## src/rtl/pc_register_64.sv

```systemverilog
// pc_register_64: sequential PC/status stage of the Y86-64 SEQ core.
// Registers new_pc into the architectural PC and owns the status code.
// Runs the IDLE/RUN/HALT/ERR run-control FSM and counts retired instructions.
// Optional feature: define PC_BREAKPOINT_EN to add the bp_en/bp_addr/bp_hit
// breakpoint ports. A breakpoint pauses the core back into IDLE.
//
// Control semantics: start is a level request sampled in IDLE only. stall
// freezes every register while in RUN; HALT and ERR are terminal until reset.
module pc_register_64 #(
    parameter logic [63:0] RESET_PC = 64'h0,
    parameter int          CNT_W    = 32
) (
    input  logic             clk,
    input  logic             reset,
    input  logic             start,
    input  logic             stall,
    input  logic [63:0]      new_pc,
    input  logic [3:0]       icode,
    input  logic             instr_valid,
    input  logic             imem_error,
    input  logic             dmem_error,
`ifdef PC_BREAKPOINT_EN
    input  logic             bp_en,
    input  logic [63:0]      bp_addr,
    output logic             bp_hit,
`endif
    output logic [63:0]      pc,
    output logic [2:0]       stat,
    output logic             running,
    output logic [CNT_W-1:0] instr_count
);

    typedef enum logic [1:0] {
        ST_IDLE = 2'd0,
        ST_RUN  = 2'd1,
        ST_HALT = 2'd2,
        ST_ERR  = 2'd3
    } state_t;

    localparam logic [2:0] STAT_AOK = 3'd1;
    localparam logic [2:0] STAT_HLT = 3'd2;
    localparam logic [2:0] STAT_ADR = 3'd3;
    localparam logic [2:0] STAT_INS = 3'd4;

    localparam logic [3:0] ICODE_HALT = 4'h0;

    state_t           state_q, state_d;
    logic [63:0]      pc_q, pc_d;
    logic [2:0]       stat_q, stat_d;
    logic [CNT_W-1:0] cnt_q, cnt_d;
    logic             running_q, running_d;
    logic [CNT_W-1:0] cnt_inc;
    logic             bp_hit_q, bp_hit_d;

    // Saturating increment: the counter sticks at all-ones instead of wrapping.
    always_comb begin
        cnt_inc = (cnt_q == {CNT_W{1'b1}}) ? cnt_q : cnt_q + CNT_W'(1);
    end

    // State register: reset wins over everything, in any state.
    always_ff @(posedge clk) begin
        if (reset) begin
            state_q   <= ST_IDLE;
            pc_q      <= RESET_PC;
            stat_q    <= STAT_AOK;
            cnt_q     <= '0;
            running_q <= 1'b0;
            bp_hit_q  <= 1'b0;
        end else begin
            state_q   <= state_d;
            pc_q      <= pc_d;
            stat_q    <= stat_d;
            cnt_q     <= cnt_d;
            running_q <= running_d;
            bp_hit_q  <= bp_hit_d;
        end
    end

    // Next-state logic: exceptions are checked in fetch-to-memory order.
    always_comb begin
        state_d  = state_q;
        pc_d     = pc_q;
        stat_d   = stat_q;
        cnt_d    = cnt_q;
        bp_hit_d = 1'b0;
        case (state_q)
            ST_IDLE: begin
                if (start) begin
                    state_d = ST_RUN;
                end
            end
            ST_RUN: begin
                if (!stall) begin
                    if (imem_error) begin
                        stat_d  = STAT_ADR;
                        state_d = ST_ERR;
                    end else if (!instr_valid) begin
                        stat_d  = STAT_INS;
                        state_d = ST_ERR;
                    end else if (dmem_error) begin
                        stat_d  = STAT_ADR;
                        state_d = ST_ERR;
                    end else if (icode == ICODE_HALT) begin
                        // The halt itself retires, but the PC stays on it.
                        stat_d  = STAT_HLT;
                        state_d = ST_HALT;
                        cnt_d   = cnt_inc;
                    end else begin
                        pc_d  = new_pc;
                        cnt_d = cnt_inc;
`ifdef PC_BREAKPOINT_EN
                        // Pause before executing the breakpoint target.
                        if (bp_en && (new_pc == bp_addr)) begin
                            state_d  = ST_IDLE;
                            bp_hit_d = 1'b1;
                        end
`endif
                    end
                end
            end
            default: begin
                // HALT and ERR are terminal; only reset leaves them.
            end
        endcase
        running_d = (state_d == ST_RUN);
    end

    // Output logic: all outputs come straight from registers.
    always_comb begin
        pc          = pc_q;
        stat        = stat_q;
        running     = running_q;
        instr_count = cnt_q;
    end

`ifdef PC_BREAKPOINT_EN
    assign bp_hit = bp_hit_q;
`else
    // Without the breakpoint feature the pulse register is never set.
    logic unused_bp;
    assign unused_bp = bp_hit_q;
`endif

endmodule
```

## config.mk

```make
export PLATFORM = sky130hd
export DESIGN_NAME = pc_register_64
export DESIGN_NICKNAME = d
export VERILOG_FILES = /design/src/rtl/pc_register_64.sv
export SDC_FILE = /design/constraint.sdc
export NUM_CORES = 1
export LEC_CHECK = 0
export CAP_MARGIN = 15
export CORE_MARGIN = 3
export CORE_UTILIZATION = 38
export DETAILED_ROUTE_END_ITERATION = 10
export PLACE_DENSITY_LB_ADDON = 0.1
export SKIP_CTS_REPAIR_TIMING = 1
export SYNTH_ARGS = -nofsm -noshare
export SYNTH_HDL_FRONTEND = slang
export SYNTH_SLANG_ARGS = --single-unit
```

## constraint.sdc

```tcl
create_clock -name clk -period 2.3 [get_ports clk]
set_clock_uncertainty 0.05 [all_clocks]
set_input_delay 0.23 -clock clk [delete_from_list [all_inputs] [get_ports clk]]
set_output_delay 0.23 -clock clk [all_outputs]
set_load 0.005 [all_outputs]
```

== Word-level counts from Yosys, hierarchy flattened ==
Index checks and enable logic that the tools add are counted.
Operators by class
  bitwise gates (word level): 5
  multipliers: 0
  $lt $le $gt $ge: 0
  reductions and logical operators: 5
  multiplexer cells: 11
  add/subtract/negate cells: 1
  div/mod/pow operators: 0
  shift operators: 0
  eq/ne operators: 4
Operators with widths (number)
  $add A32 B1 Y32 const B: 1
  $eq A32 B32 Y1 const B: 1
  $mux W2: 6
  $mux W3: 4
  $reduce_and A6 Y1: 2
  $not A1 Y1: 5
  $eq A2 B1 Y1 const B: 2
  $logic_not A4 Y1: 1
  $ne A4 B1 Y1 const B: 1
  $pmux W2 S2: 1
  $reduce_and A3 Y1: 1
  $logic_not A2 Y1: 1
Word-level totals
  memory bits (writable): 0
  latch bits: 0
  memories: 0
  memory bits (read-only): 0
  output and inout bits: 100
  flip-flop bits (word level): 102
  word-level logic and storage cells: 31

== Depth between registers and ports, before layout ==
  depth after elaboration: 8
  mapped depth: 7

== Worst setup path after synthesis ==
Ideal clock, no wire load.
  kind: register to register
  start point: register cnt_q[0] (netlist: instr_count[0])
  end point: register cnt_q[28] (netlist: instr_count[28])
  path buffers: 0
  setup slack: 0.024 ns
  stages on the path, launching flop included: 7
  setup time: 0.121 ns
  required time: 2.129 ns
  arrival time: 2.105 ns
  cells stage by stage: dfxtp_1 ha_1 or4bb_1 nor4_4 o21ai_2 nor4_1 mux2_2
On the way
  word-level cells in the longest chain between the ends: 3
  elaborated cells on any way between the ends: 4
Ends and longest elaborated chain
  start, declared: RTL line 50  | logic [CNT_W-1:0] cnt_q, cnt_d;
  start signal, assigned: RTL line 73  | cnt_q <= cnt_d;
  parallel branches: the longest is 3 deep, another holds $add A32 B1 Y32
Parallel ways; which one is timed is not known.
A chain may end at the register's enable or synchronous reset.

== Worst setup path in the final report ==
  start point: register cnt_q[0] (netlist: instr_count[0])
  end point: register cnt_q[16] (netlist: instr_count[16])
The elaborated chain is that of the path after synthesis.

==> metrics.md <==
| Metric | Value |
|---|---|
| Remaining DRCs | 0 |
| Final Hold Fails | 0 |
| IO buf count | about 170 |
| CTS tree | yes |
| Worst-Margin Slew | 0.6489 ns |
| Pleak | 0.002073 uW |
| Vias in the first global route | 3,954 |
| Main flop type after synthesis | dfxtp_1 |
| Root Buffer | clkbuf_8 |
| Gate Count Post-Synth | 500 |
| Share of the synthesized area in the top cell type | 50.78% |
| Max_cap viols | 0 |
| Area Growth Syn to Fin | 56.57% |
| Highest metal used | met4 |
| Synth area leaders | dfxtp_1 51%, nand2_1 13%, a21oi_1 12% |
| Seq/Total Area, Yosys | between 50 and 60% |
| Crit path arrival time | 2.46 ns |
| Critical Path, Cell by Cell | ha_2 -> or4bb_4 -> nor4_4 -> buf_4 -> o21ai_2 -> buf_6 -> or4_1 -> a21oi_2 |
| Buf/Inv on CP | 2 |
| Status | finished, final reports clean |
| Average cell area after synthesis | ~8.0 um^2 |
| Hold Path Depth | 2 |
| Met3 WL | 1.040 mm |
| Part of the power in registers | between 50% and 60% |
| Reg2Reg Depth | 8 |
| Comb power frac | 8.0% |
| # IOs | 175 |
| Slew headroom | 56.37% |
| # H-tree levels | 3 |
| Synth cell types | 38 |
| Tmin final | 2.212 ns |
| Power per standard cell area | 484.4 nW/um^2 |
| Finished Core Util | 62.68% |
| Wire per inst | roughly 14 um |
| CTS clock-pin slew for the worst setup and hold paths | 0.09 ns |
| GRT overflow | 0 |
| Chip width | about 110 um |
| Total Nets Final | roughly 770 |
| Slowest-stage cell, CP | or4bb_4 |
| Core area | 10,040 um^2 |
| Fmax | 452.1 MHz |
| ANT cells | 0 |
| Setup Viol. Count Final | 0 |
| Warnings, synthesis | 0 |
| GRT Overall Usage | about a fifth |
| Starting DRC count in detailed routing | 254 |
| DR pass1 iterations | 5 |
| Die Area | 11,850 um^2 |
| Vias per Instance | 4.981 |
| Initial antenna violation count | 0 |
| Internal power | between 2000 and 2500 uW |
| CP Capture Type | flop |
| Largest area contributor in the netlist | dfxtp_1 |
| Post-synth EDFFs | 0 |
| Clock Latency Late Sink | roughly 0.36 ns |
| Layout cell share with drive strength beyond 1 | 8.802% |
| Max Buffers Root-to-Sink | 2 |
| Cell family with most CP delay | simple AND/OR/NAND/NOR gates |
| Dpl hpwl | between 8 and 9 mm |
| CTS Buf Count | 9 |
| Top-count cell post-synth | nand2_1 |
| Max VDD drop | 0.0003162 V |
| CP max FO | 6 |
| Post-synth ARST share | 0% |
| Sw frac | between 20 and 25% |
| Initial Utilization | 40.03% |
| Global-route wire length before repair | 18.62 mm |
| Filler Cell Count | slightly below 900 |
| Data required time at the worst endpoint | 2.55 ns |
| DRT met1 WL | 4.830 mm |
| Crit path depth | 8 |
| Power Total | 3050 uW |
| Final Non-Filler Cells | 826 |
| Synthesized cell area | a little over 4000 um^2 |
| Post-synth top cells | 143 x nand2_1, 102 x dfxtp_1, 93 x a21oi_1, 26 x clkbuf_1, 18 x o21ai_0 |
| Chip Height | 108.9 um |
| Psw | 689.2 uW |
| Hold slack | about 0.31 ns |
| Clk pwr share | 33.3% |
| Worst hold path class | input pin to flop |
| Placer Congestion | 0.7676 |
| Final Max Slew Viols | 0 |
| Routed wl met2 | around 5.5 mm |
| Critical path class | flop to flop |
| Row cnt | 36 |
| Dpl cells | between 800 and 900 |
| Vias | a little over 4,000 |
| #FFs+latches synth | 102 |
| Clock sinks | 102 |
| Max stage delay on crit path | 0.48 ns |
| Largest net degree at the start of global routing | 65 |
| Final Cycle Share | a little over nine tenths |
| Antenna Nets Post-Route | 0 |
| Post-Route WL | 11.52 mm |
| Syn nets | 576 |
| Startpoint Class | flop |
metrics by stage:
stage          area (um^2)  setup WS [ns]    TNS [ns]
6_report              6296        0.08799           0
5_1_grt               6296     -0.0004718  -0.0004718
4_1_cts               6245       -0.05241     -0.1142
3_5_place_dp          6078        -0.2183      -3.243
3_3_place_gp          6078        -0.1984      -2.469
2_1_floorplan         4021        0.02407           0
flip-flops by register name, summed over array words and instances, names as in the netlist:
name / count
running: 1
pc: 64
instr_count: 32
state_q: 2
stat: 3
per-layer routing:
| metal | global-route usage, % | vias up |
|---|---|---|
| met5 | 0 | - |
| met4 | 6.853 | 0 |
| met3 | 6.986 | 14 |
| met2 | 31.89 | 121 |
| met1 | 23.73 | 1878 |
| li1 | - | 2101 |
placed cells by master, fill, tap and decap left out, types with 2 or more instances in the layout:
cell	n
nand3b_1	2
and3_1	2
o21ai_0	18
dfxtp_2	2
a21oi_1	92
nor3_1	5
nor2_1	16
or3b_1	2
dfxtp_1	100
and4_1	6
nand4_1	8
clkdlybuf4s50_1	173
clkbuf_8	10
nor3b_1	2
or4_1	8
and2_1	5
nand3_1	7
inv_1	4
nand2_1	142
o31ai_1	9
nor4_1	2
or3_1	16
xor2_1	3
buf_4	29
buf_12	3
clkbuf_1	2
mux2_2	2
nor2b_1	2
final timing paths:
kind,start,end,slack [ns]
worst max register to register,instr_count[0],instr_count[16],0.09
worst min register to register,pc[12],pc[12],0.41
worst max-delay path,instr_count[0],instr_count[16],0.09
worst min-delay path,reset,state_q[1],0.31
layout make-up:
cell class | count | area, um^2 | area share (%)
inverter | 4 | 15.01 | 0.2385
timing repair buffer | 206 | 2021 | 32.09
tap | 133 | 166.4 | 2.643
sequential | 102 | 2044 | 32.47
multi-input combinational | 366 | 1883 | 29.91
clock buffer | 12 | 145.1 | 2.305
clock inverter | 3 | 21.27 | 0.3378
power by group through the flow:
stage               registers [uW]  logic [uW]  clock network, uW
global placement              1830         242                  0
floorplan                     1830        62.6                  0
finish                        1790         244               1010
global route                  1790         265               1120
detailed placement            1830         245                  0
CTS                           1790         246               1050
kinds of logic (layout without fill, tap and decap cells):
family	count (synthesis)	count (layout)	share of synthesized area (%)
xor+xnor	4	4	0.8713
fa+ha+maj	1	1	0.3111
buf+inv	32	225	3.204
flops	102	102	50.78
mux	2	2	0.5600
simple gates	233	233	27.60
compound gates	126	126	16.68
Note: power is estimated with default switching activity, not from simulation.
